$ cat config.mk
export PLATFORM = sky130hd
export DESIGN_NAME = cpu_run_ctrl
export DESIGN_NICKNAME = d
export VERILOG_FILES = /design/src/rtl/cpu_run_ctrl.sv
export SDC_FILE = /design/constraint.sdc
export NUM_CORES = 1
export LEC_CHECK = 0
export CAP_MARGIN = 15
export CORE_ASPECT_RATIO = 0.5
export CORE_UTILIZATION = 41
export DETAILED_ROUTE_END_ITERATION = 8
export GPL_TIMING_DRIVEN = 0
export PLACE_DENSITY = 0.78
export SYNTH_ARGS = -nofsm -noshare
export SYNTH_HDL_FRONTEND = slang
export SYNTH_SLANG_ARGS = --single-unit
$ cat constraint.sdc
create_clock -name clk -period 1.94 [get_ports clk]
set_input_delay 0.194 -clock clk [delete_from_list [all_inputs] [get_ports clk]]
set_output_delay 0.194 -clock clk [all_outputs]
set_load 0.05 [all_outputs]
$ cat src/rtl/cpu_run_ctrl.sv
// Run controller sitting in front of the processor core: it pulses the core's start
// input, counts cycles until halt, aborts on a cycle limit and signals completion.
module cpu_run_ctrl #(
  parameter int CNT_W        = 16,
  parameter int START_CYCLES = 2
) (
  input  logic             clk,
  input  logic             reset,
  input  logic             go,
  input  logic [CNT_W-1:0] max_cycles,
  input  logic             halt,
  output logic             start,
  output logic             busy,
  output logic             done,
  output logic             timed_out,
  output logic [CNT_W-1:0] cycle_count
);

  typedef enum logic [2:0] {IDLE, START, RUN, ABORT, DONE} state_t;

  // The counter is loaded with START_CYCLES-1 so that start stays high for exactly
  // START_CYCLES cycles, counting the cycle of the loading edge.
  localparam logic [3:0]       SC_LOAD = 4'(START_CYCLES - 1);
  localparam logic [CNT_W-1:0] CNT_ONE = CNT_W'(1);

  state_t           state;
  logic [CNT_W-1:0] limit;
  logic [3:0]       sc_cnt;

  always_ff @(posedge clk or negedge reset) begin
    if (!reset) begin
      state       <= IDLE;
      start       <= 1'b0;
      busy        <= 1'b0;
      done        <= 1'b0;
      timed_out   <= 1'b0;
      cycle_count <= '0;
      limit       <= '0;
      sc_cnt      <= 4'd0;
    end else begin
      done <= 1'b0;
      case (state)
        IDLE: if (go) begin
          state       <= START;
          start       <= 1'b1;
          busy        <= 1'b1;
          limit       <= max_cycles;
          cycle_count <= '0;
          timed_out   <= 1'b0;
          sc_cnt      <= SC_LOAD;
        end
        START: begin
          if (sc_cnt == 4'd0) begin
            state <= RUN;
            start <= 1'b0;
          end else begin
            sc_cnt <= sc_cnt - 4'd1;
          end
        end
        RUN: begin
          // A halt on the same edge as the limit hit takes priority.
          if (halt) begin
            state <= DONE;
            done  <= 1'b1;
          end else if (limit != '0 && cycle_count == limit) begin
            state     <= ABORT;
            start     <= 1'b1;
            timed_out <= 1'b1;
            sc_cnt    <= SC_LOAD;
          end else if (cycle_count != '1) begin
            cycle_count <= cycle_count + CNT_ONE;
          end
        end
        ABORT: begin
          if (sc_cnt == 4'd0) begin
            state <= DONE;
            start <= 1'b0;
            done  <= 1'b1;
          end else begin
            sc_cnt <= sc_cnt - 4'd1;
          end
        end
        DONE: begin
          state <= IDLE;
          busy  <= 1'b0;
        end
        default: state <= IDLE;
      endcase
    end
  end

endmodule

==> run summary, run 1 <==
Antenna Cells -> 0
pre-CTS setup slack -> -0.305 ns
Die Span Y -> 55.3 µm
flop2flop setup slack -> -0.28 ns
CP endpoint kind -> flip-flop
fmax -> 451 MHz
#FFs+latches synth -> 43
r2r worst-path depth -> 8
FP Rows -> 18
clk root buf -> clkbuf_16
Via density -> 6.10
async set-reset flop share out of synthesis -> 100%
CTS Buf Count -> 5
worst path arrival time -> 2.40 ns
Avg Inst Size Synth -> 10.3 µm²
average wire per standard cell -> 19.1 µm
multi-input logic area -> 1390 µm²
RSZ-0062 raised after global routing -> yes
Total GRT Usage -> 22.0%
clock slew at reported path FFs -> 0.06 ns
Distinct cells, synth -> 38
die area -> 6010 µm²
Final Util -> 65.3%
placed cells -> 337
largest net degree at the start of global routing -> 27
top cell type by total area after synthesis -> dfrtp_1
met3 wire length -> 444 µm
Worst Hold Class -> input port to async pin
main combinational cell family by area after synthesis -> simple AND/OR/NAND/NOR gates
share of cells above drive strength 1 -> 38.1%
Synth Flop Type -> dfrtp_1
Worst Setup Path Type -> flip-flop to flip-flop
first-pass GRT wire length -> 10.3 mm
Synth Instances -> 227
met2 WL -> 3.34 mm
xor-xnor portion of the synthesized cell area -> 6.01%
Placed Area -> 2900 µm²
final WL -> 6.85 mm
CTS tree -> built
uppermost layer routed -> met4
vias in the first global route -> 2,072
design area -> 3380 µm²
PortBufs -> 39
final setup margin -> -0.277 ns
area grow syn2layout -> 45.1%
syn nets -> 249
register area -> 1100 µm²
Final HPWL DP -> 4.25 mm
I/O Pins -> 40
filler instances -> 387
First DRT Iteration DRCs -> 267
start of the worst register-to-register path -> cycle_count[12]
Clock Skew -> 0.00438 ns
Remaining Overflow, GRT -> 0
Post-synth EDFFs -> 0
CP Max Fanout -> 10
leakage -> 0.00136 µW
met1 wire length -> 2.84 mm
setup_tns -> -3.32 ns
Vias -> 2,191
core area -> 5180 µm²
top cells by area, synth -> dfrtp_1 (46%), mux2_2 (8.7%), xor2_1 (6.0%)
mux share of post-synthesis cell area -> 9.13%
Final Non-Filler Cells -> 359
Post-route DRC -> 0
post-synthesis compound-gate area fraction -> 15.7%
clock latency on the worst-skew pair -> 0.28 ns
clock sink count -> 43
Placer Congestion -> 0.891
clk buf depth -> 2
CP required -> 2.12 ns
status -> finished, violations left
CP Launch Type -> flip-flop
Final min period -> 2.22 ns
Synth top area share -> 46.2%
CTS HTree Levels -> 2
Final setup violation count -> 19
Power Density -> 1240 nW/µm²
Relative slew margins -> 66.5%
register area share after synthesis -> 46.2%
Post-DRT Antenna Nets -> 0
die width -> 109 µm
worst-margin pin slew -> 0.501 ns
max-slew violation count -> 0
Synth Area in Simple Gates -> 17.4%
max cap viols -> 0
Layout Nets -> 311
initial core utilization -> 45.0%
drt pass-1 iters -> 5
post-synthesis adder-cell area fraction -> 1.07%
Tcrit/Tclk final -> 114%
area of the mapped netlist -> 2330 µm²
Final Hold Viols -> 0
R2R Path End -> cycle_count[7]
Worst VDD drop -> 718 µV
synth warn -> 0
antenna violations before repair -> 0
failing checks -> setup timing
[state kept, by name, summed over array words and instances (netlist names)]
| name | count |
|---|---|
| done | 1 |
| busy | 1 |
| timed_out | 1 |
| start | 1 |
| limit | 16 |
| state | 3 |
| sc_cnt | 4 |
| cycle_count | 16 |
[cell usage after synthesis, types with 5 or more instances]
cell	count
o21ai_0	17
nand3_1	13
a21oi_1	6
o31ai_2	6
nor2_1	16
nand2_1	10
dfrtp_1	43
buf_2	5
xor2_1	16
inv_1	6
mux2_2	18
nor3_1	8
nor4_1	6
[timing repair]
| item | in CTS | in global routing |
|---|---|---|
| endpoints found under the hold margin | 17 | 0 |
| pin swaps | 7 | 5 |
| hold buffers | 1 | 0 |
| buffers inserted | 10 | 11 |
| setup endpoints to repair | 31 | 33 |
| resized for setup | 21 | 30 |
[kinds of logic after synthesis]
| group | count (synthesis) |
|---|---|
| mux | 19 |
| simple gates | 75 |
| buf+inv | 21 |
| fa+ha+maj | 2 |
| xor+xnor | 16 |
| compound gates | 51 |
| flops | 43 |
[layer usage]
layer,GRT usage (%),vias to the layer above
li1,-,946
met1,30.8,1080
met2,34.3,127
met3,4.72,38
met4,6.56,0
met5,0,-
[metrics by stage]
stage          hold slack (ns)  power (µW)
3_5_place_dp             0.163        2920
6_report                 0.420        4180
2_1_floorplan           -0.102        2490
4_1_cts                  0.402        3920
5_1_grt                  0.455        4390
3_3_place_gp             0.500        2840
[critical path: stages (launching register included)]
cell,delay (ns)
dfrtp_2,0.40
buf_4,0.16
xor2_1,0.31
nor4_4,0.08
nand2_1,0.12
nor2_2,0.06
or4_4,0.56
buf_12,0.19
o31ai_2,0.23
[worst max path at each step]
stage                         start              end
finish              cycle_count[12]   cycle_count[7]
detailed placement   cycle_count[5]  cycle_count[10]
CTS                       limit[15]   cycle_count[5]
global route        cycle_count[12]   cycle_count[7]
floorplan           cycle_count[11]   cycle_count[5]
global placement              reset  cycle_count[13]
[final cells by class]
| cell class | count | share of cell area [%] |
|---|---|---|
| clock inverter | 1 | 0.148 |
| timing repair buffer | 62 | 17.0 |
| buffer | 8 | 2.07 |
| inverter | 6 | 0.666 |
| sequential | 43 | 32.4 |
| clock buffer | 6 | 4.11 |
| multi-input combinational | 163 | 41.0 |
| tap | 70 | 2.59 |
[layout by cell type (no fill, tap or decap), drive strengths merged, types with 2 or more instances in the layout]
master	netlist	final
ha	2	2
o2bb2ai	3	3
nor3	8	8
nor2	16	16
xor2	16	16
mux2	18	18
buf	7	28
nor2b	2	2
nand2b	4	4
clkbuf	8	9
a31oi	4	4
clkdlybuf4s50	0	38
nand4	4	4
a21oi	6	6
nand3	13	13
dfrtp	43	43
o21ai	21	21
and2	3	3
inv	6	6
nor4	9	9
and3	2	2
o31ai	10	10
nand2	10	10
o41ai	3	3
[power breakdown]
group	leakage (µW)	switching (µW)	internal, µW
clock network	0.0000727	333	503
logic	0.000765	1010	809
registers	0.000520	340	1180
total	0.00136	1690	2500
Note: power is estimated with default switching activity, not from simulation.
==> run 2, diff against run 1 <==
- CORE_MARGIN: unset -> 10
- PLACE_DENSITY: 0.78 -> 0.75
- clock period: 1.94 -> 2.7 ns (I/O delays scaled with it)
==> run summary, run 2 (synthesis gave the netlist of run 1 again) <==
fmax -> 402 MHz (-11%)
PortBufs -> 39 (unchanged)
CP Max Fanout -> 10 (unchanged)
Top Registers -> cycle_count (16), limit (16), sc_cnt (4)
CTS HTree Levels -> 2 (unchanged)
RSZ-0062 raised after global routing -> no
critical path's slowest cell -> dfrtp_1
Power Density -> 896 nW/µm² (-27%)
Crit path largest cell delay -> 0.50 ns (-0.06 ns)
clk buf depth -> 2 (unchanged)
final WL -> 5.91 mm (-14%)
setup_tns -> 0 ns (+3.32 ns)
Total GRT Usage -> 13.0% (-9.0 points)
Post-route DRC -> 0 (unchanged)
clock latency on the worst-skew pair -> 0.29 ns (about the same)
Die Span Y -> 73.3 µm (+33%)
first-pass GRT wire length -> 10.0 mm (-2.1%)
Final Hold Viols -> 0 (unchanged)
core area -> 5490 µm² (+6.0%)
leakage -> 0.00124 µW (-8.6%)
die area -> 9280 µm² (+55%)
max-slew violation count -> 0 (unchanged)
worst-margin pin slew -> 0.542 ns (+0.0405 ns)
Post-DRT Antenna Nets -> 0 (unchanged)
Worst Hold Class -> input port to async pin
placed cells -> 340 (+0.89%)
Vias -> 2,007 (-8.4%)
buffer count from post-CTS setup fixing -> 0 (-10)
Placer Congestion -> 0.826 (-7.3%)
status -> complete, no violations
CP required -> 2.86 ns (+0.74 ns)
WHS -> 0.499 ns (+0.0789 ns)
crit-path cells -> ha_1 -> nand4_1 -> nor4_1 -> a21oi_1 -> o21ai_1 -> buf_2 -> o21ai_0 -> o41ai_1
Worst VDD drop -> 444 µV (-38%)
clock sink count -> 43 (unchanged)
share of cells above drive strength 1 -> 17.8% (-20 points)
CP endpoint kind -> flip-flop
worst path arrival time -> 2.65 ns (+0.25 ns)
CTS Buf Count -> 5 (unchanged)
Worst Setup Path Type -> flip-flop to flip-flop
average wire per standard cell -> 17.0 µm (-11%)
Clock Skew -> 0.00786 ns (+0.00347 ns)
drt pass-1 iters -> 5 (unchanged)
vias in the first global route -> 2,089 (+0.82%)
leading cell type in the layout, fill and taps excluded -> dfrtp_1
antenna violations before repair -> 0 (unchanged)
leading cell types in the layout, fill and taps excluded -> dfrtp_1 (43), clkdlybuf4s50_1 (38), mux2_2 (18)
Final Non-Filler Cells -> 348 (-3.1%)
area grow syn2layout -> 28.2%
Via density -> 5.77 (-5.5%)
Final setup violation count -> 0 (-19)
largest net degree at the start of global routing -> 24 (-11%)
First DRT Iteration DRCs -> 172 (-36%)
Final HPWL DP -> 4.49 mm (+5.6%)
Tcrit/Tclk final -> 92.1% (-22 points)
FP Rows -> 19 (+1)
CTS tree -> built
initial core utilization -> 42.4% (-2.6 points)
Antenna Cells -> 0 (unchanged)
CP Launch Type -> flip-flop
clk root buf -> clkbuf_16
I/O Pins -> 40 (unchanged)
max cap viols -> 0 (unchanged)
Relative slew margins -> 63.5% (-3.0 points)
clock slew at reported path FFs -> 0.06 ns (about the same)
Layout Nets -> 297 (-4.5%)
Final min period -> 2.49 ns (+0.269 ns)
die width -> 127 µm (+17%)
Remaining Overflow, GRT -> 0 (unchanged)
==> run 2: cell count changes in the layout (fill, tap and decap cells not counted), moves of 5 or more <==
| cell | delta |
|---|---|
| o21ai_1 | -6 |
| dfrtp_1 | +16 |
| o21ai_0 | +9 |
| buf_4 | -23 |
| buf_2 | +5 |
| nor4_1 | +6 |
| dfrtp_2 | -16 |
==> run 2: final timing paths <==
kind | startpoint | endpoint | slack, ns | cells after the start
setup / recovery | cycle_count[0] | cycle_count[15] | 0.21 | 8
hold / removal | reset | cycle_count[7] | 0.50 | 2
setup reg to reg | cycle_count[0] | cycle_count[15] | 0.21 | 8
hold reg to reg | sc_cnt[1] | sc_cnt[1] | 0.52 | 1
max in group asynchronous | reset | timed_out | 1.71 | 3
min in group clk | sc_cnt[1] | sc_cnt[1] | 0.52 | 1
==> run 2: cell type report <==
type	instances	area, µm²
buffer	15	82.6
clock buffer	6	139
clock inverter	1	5.00
fill	474	2500
inverter	6	22.5
multi-input combinational	163	1150
sequential	43	1080
tap	73	91.3
timing repair buffer	41	423
==> run 2: layer usage <==
metal	vias up	part of all wire (%)	routed length, µm	track usage (%)
met5	-	0	0	0
met3	14	6.4	377	3.45
met2	83	47	2800	22.0
met1	986	44	2600	15.7
met4	0	2.3	137	5.14
li1	924	-	-	-
==> run 2: what timing repair did <==
item / CTS / global route
hold buffers: 1 / 0
resized for setup: 0 / 0
setup endpoints to repair: 0 / 0
endpoints found under the hold margin: 20 / 0
==> run 2: worst max-delay path, delay by kind of cell (launching register included) <==
kind | cells | cell delay (ns)
flops | 1 | 0.50
simple gates | 2 | 0.54
buf+inv | 1 | 0.30
compound gates | 4 | 0.71
fa+ha+maj | 1 | 0.30
==> run 2: power breakdown <==
group	total, µW	switching (µW)	internal [µW]
clock	597	236	361
sequential	1070	222	849
combinational	1010	546	465
==> run 2: metrics by stage <==
step	cell area, µm²	total power [µW]	utilization, %	setup slack, ns
after floorplan	2330	1780	-	0.449
after global placement	2810	2030	51.2	0.310
after detailed placement	2840	2100	51.6	0.359
after CTS	2990	2700	54.4	0.295
after global routing	2990	2860	54.4	0.0288
final	2990	2680	54.4	0.214
==> run 3, diff against run 2 <==
- CORE_UTILIZATION: 41 -> 50
- PLACE_DENSITY: 0.75 -> 0.87
==> run summary, run 3 (synthesis gave the netlist of run 1 again) <==
met2 usage -> 26.3% (+4.4 points)
CP endpoint kind -> flip-flop
met1 Use GR -> 19.4% (+3.8 points)
# hold bufs at CTS -> 1 (unchanged)
first-pass GRT wire length -> 9.89 mm (-1.6%)
Clock Skew -> 0.00661 ns (-0.00125 ns)
die area -> 7960 µm² (-14%)
Power Density -> 858 nW/µm² (-4.3%)
Layout Nets -> 297 (unchanged)
Worst Setup Path Type -> flip-flop to flip-flop
clock slew at reported path FFs -> 0.08 ns (+0.02 ns)
Top Registers -> cycle_count (16), limit (16), sc_cnt (4)
Total GRT Usage -> 15.3% (+2.3 points)
FP Rows -> 17 (-2)
Final setup violation count -> 0 (unchanged)
leading cell type in the layout, fill and taps excluded -> dfrtp_1
clk buf depth -> 2 (unchanged)
drt pass-1 iters -> 4 (-1)
CP Launch Type -> flip-flop
placed cells -> 324 (-4.7%)
leakage -> 0.00121 µW (-2.5%)
filler instances -> 340 (-28%)
status -> complete, no violations
worst path arrival time -> 2.73 ns (+0.08 ns)
Die Span Y -> 68.3 µm (-6.9%)
GRT busiest layer -> met2
Switch Pwr -> 999 µW (-0.47%)
Final Util -> 65.4% (+11 points)
die width -> 117 µm (-8.0%)
share of cells above drive strength 1 -> 17.4% (-0.43 points)
Placed Area -> 2820 µm² (-0.71%)
Post-route DRC -> 0 (unchanged)
Reg power frac -> 42.9% (+2.9 points)
Final min period -> 2.53 ns (+0.0431 ns)
Placer Congestion -> 0.907 (+9.7%)
average wire per standard cell -> 17.4 µm (+2.7%)
design area -> 2910 µm² (-2.8%)
RSZ-0062 raised after global routing -> no
First DRT Iteration DRCs -> 262 (+52%)
internal power -> 1490 µW (-11%)
Tcrit/Tclk final -> 93.7% (+1.6 points)
Antenna Cells -> 0 (unchanged)
CTS HTree Levels -> 2 (unchanged)
GRT met3 Usage -> 3.14% (-0.30 points)
max cap viols -> 0 (unchanged)
I/O Pins -> 40 (unchanged)
clk root buf -> clkbuf_8
Final Hold Viols -> 0 (unchanged)
Via density -> 5.95 (+3.3%)
core area -> 4450 µm² (-19%)
antenna violations before repair -> 0 (unchanged)
Switching Share -> 40.1% (+2.6 points)
Remaining Overflow, GRT -> 0 (unchanged)
fmax -> 395 MHz (-1.7%)
CTS tree -> built
post-CTS sizing -> 0 (unchanged)
initial core utilization -> 52.4% (+10 points)
area grow syn2layout -> 24.7%
buffer count from post-CTS setup fixing -> 0 (unchanged)
Final HPWL DP -> 4.47 mm (-0.54%)
CP Max Fanout -> 10 (unchanged)
Relative slew margins -> 63.5% (about the same)
clock sink count -> 43 (unchanged)
Final Non-Filler Cells -> 333 (-4.3%)
Worst Hold Class -> input port to async pin
CTS Buf Count -> 5 (unchanged)
Vias -> 1,983 (-1.2%)
PortBufs -> 39 (unchanged)
leading cell types in the layout, fill and taps excluded -> dfrtp_1 (43), clkdlybuf4s50_1 (38), mux2_2 (18)
clock latency on the worst-skew pair -> 0.29 ns (about the same)
CP required -> 2.90 ns (+0.04 ns)
Post-DRT Antenna Nets -> 0 (unchanged)
worst-margin pin slew -> 0.547 ns (+0.00510 ns)
setup_tns -> 0 ns (unchanged)
part of the power in combinational logic -> 41.0% (+3.3 points)
max-slew violation count -> 0 (unchanged)
final WL -> 5.81 mm (-1.7%)
vias in the first global route -> 2,012 (-3.7%)
Clk pwr share -> 16.1% (-6.2 points)
Worst VDD drop -> 453 µV (+2.0%)
largest net degree at the start of global routing -> 23 (-4.2%)
-- run 3: cell count changes in the layout (fill, tap and decap cells not counted) --
cell       change
clkbuf_16      -5
clkbuf_8       +4
clkbuf_1       +2
-- run 3: final timing paths --
kind	slack, ns	end	depth (start not counted)	start
max	0.17	cycle_count[10]	8	cycle_count[0]
min	0.51	limit[7]	2	reset
max reg2reg	0.17	cycle_count[10]	8	cycle_count[0]
min reg2reg	0.53	sc_cnt[0]	1	sc_cnt[0]
max in group asynchronous	1.70	cycle_count[0]	3	reset
min in group clk	0.53	sc_cnt[0]	1	sc_cnt[0]
-- run 3: power by group through the flow --
stage	logic [µW]	clock network [µW]	registers, µW
detailed placement	1020	0	1080
floorplan	654	0	1120
global placement	958	0	1060
CTS	1020	403	1070
finish	1020	402	1070
global route	1130	432	1100
-- run 3: layout make-up --
type | instances | area (µm²) | area share, %
Tap cell | 57 | 71.3 | 2.45
Inverter | 6 | 22.5 | 0.775
Multi-Input combinational cell | 163 | 1150 | 39.6
Clock inverter | 1 | 5.00 | 0.172
Timing Repair Buffer | 41 | 423 | 14.6
Clock buffer | 7 | 76.3 | 2.63
Sequential cell | 43 | 1080 | 37.0
Buffer | 15 | 82.6 | 2.84
-- run 3: worst max-delay path, stage by stage, from the launching register on --
cell,delay (ns)
dfrtp_1,0.51
ha_1,0.29
nand4_1,0.10
nor4_1,0.49
a21oi_1,0.17
o21ai_1,0.31
buf_2,0.31
o21ai_0,0.16
o31ai_2,0.09
-- run 3: routing by layer --
layer / wire length, µm / share of wire, % / up-vias
li1: - / - / 924
met1: 2440 / 42 / 973
met2: 2920 / 50 / 80
met3: 387 / 6.7 / 6
met4: 58 / 1.0 / 0
met5: 0 / 0 / -
-- run 3: through the flow --
stage	worst slack [ns]	power, µW	hold slack [ns]
final	0.171	2490	0.507
after global routing	0.0567	2660	0.565
after CTS	0.282	2490	0.500
after detailed placement	0.330	2100	0.280
after global placement	0.295	2020	0.495
after floorplan	0.449	1780	-0.0256
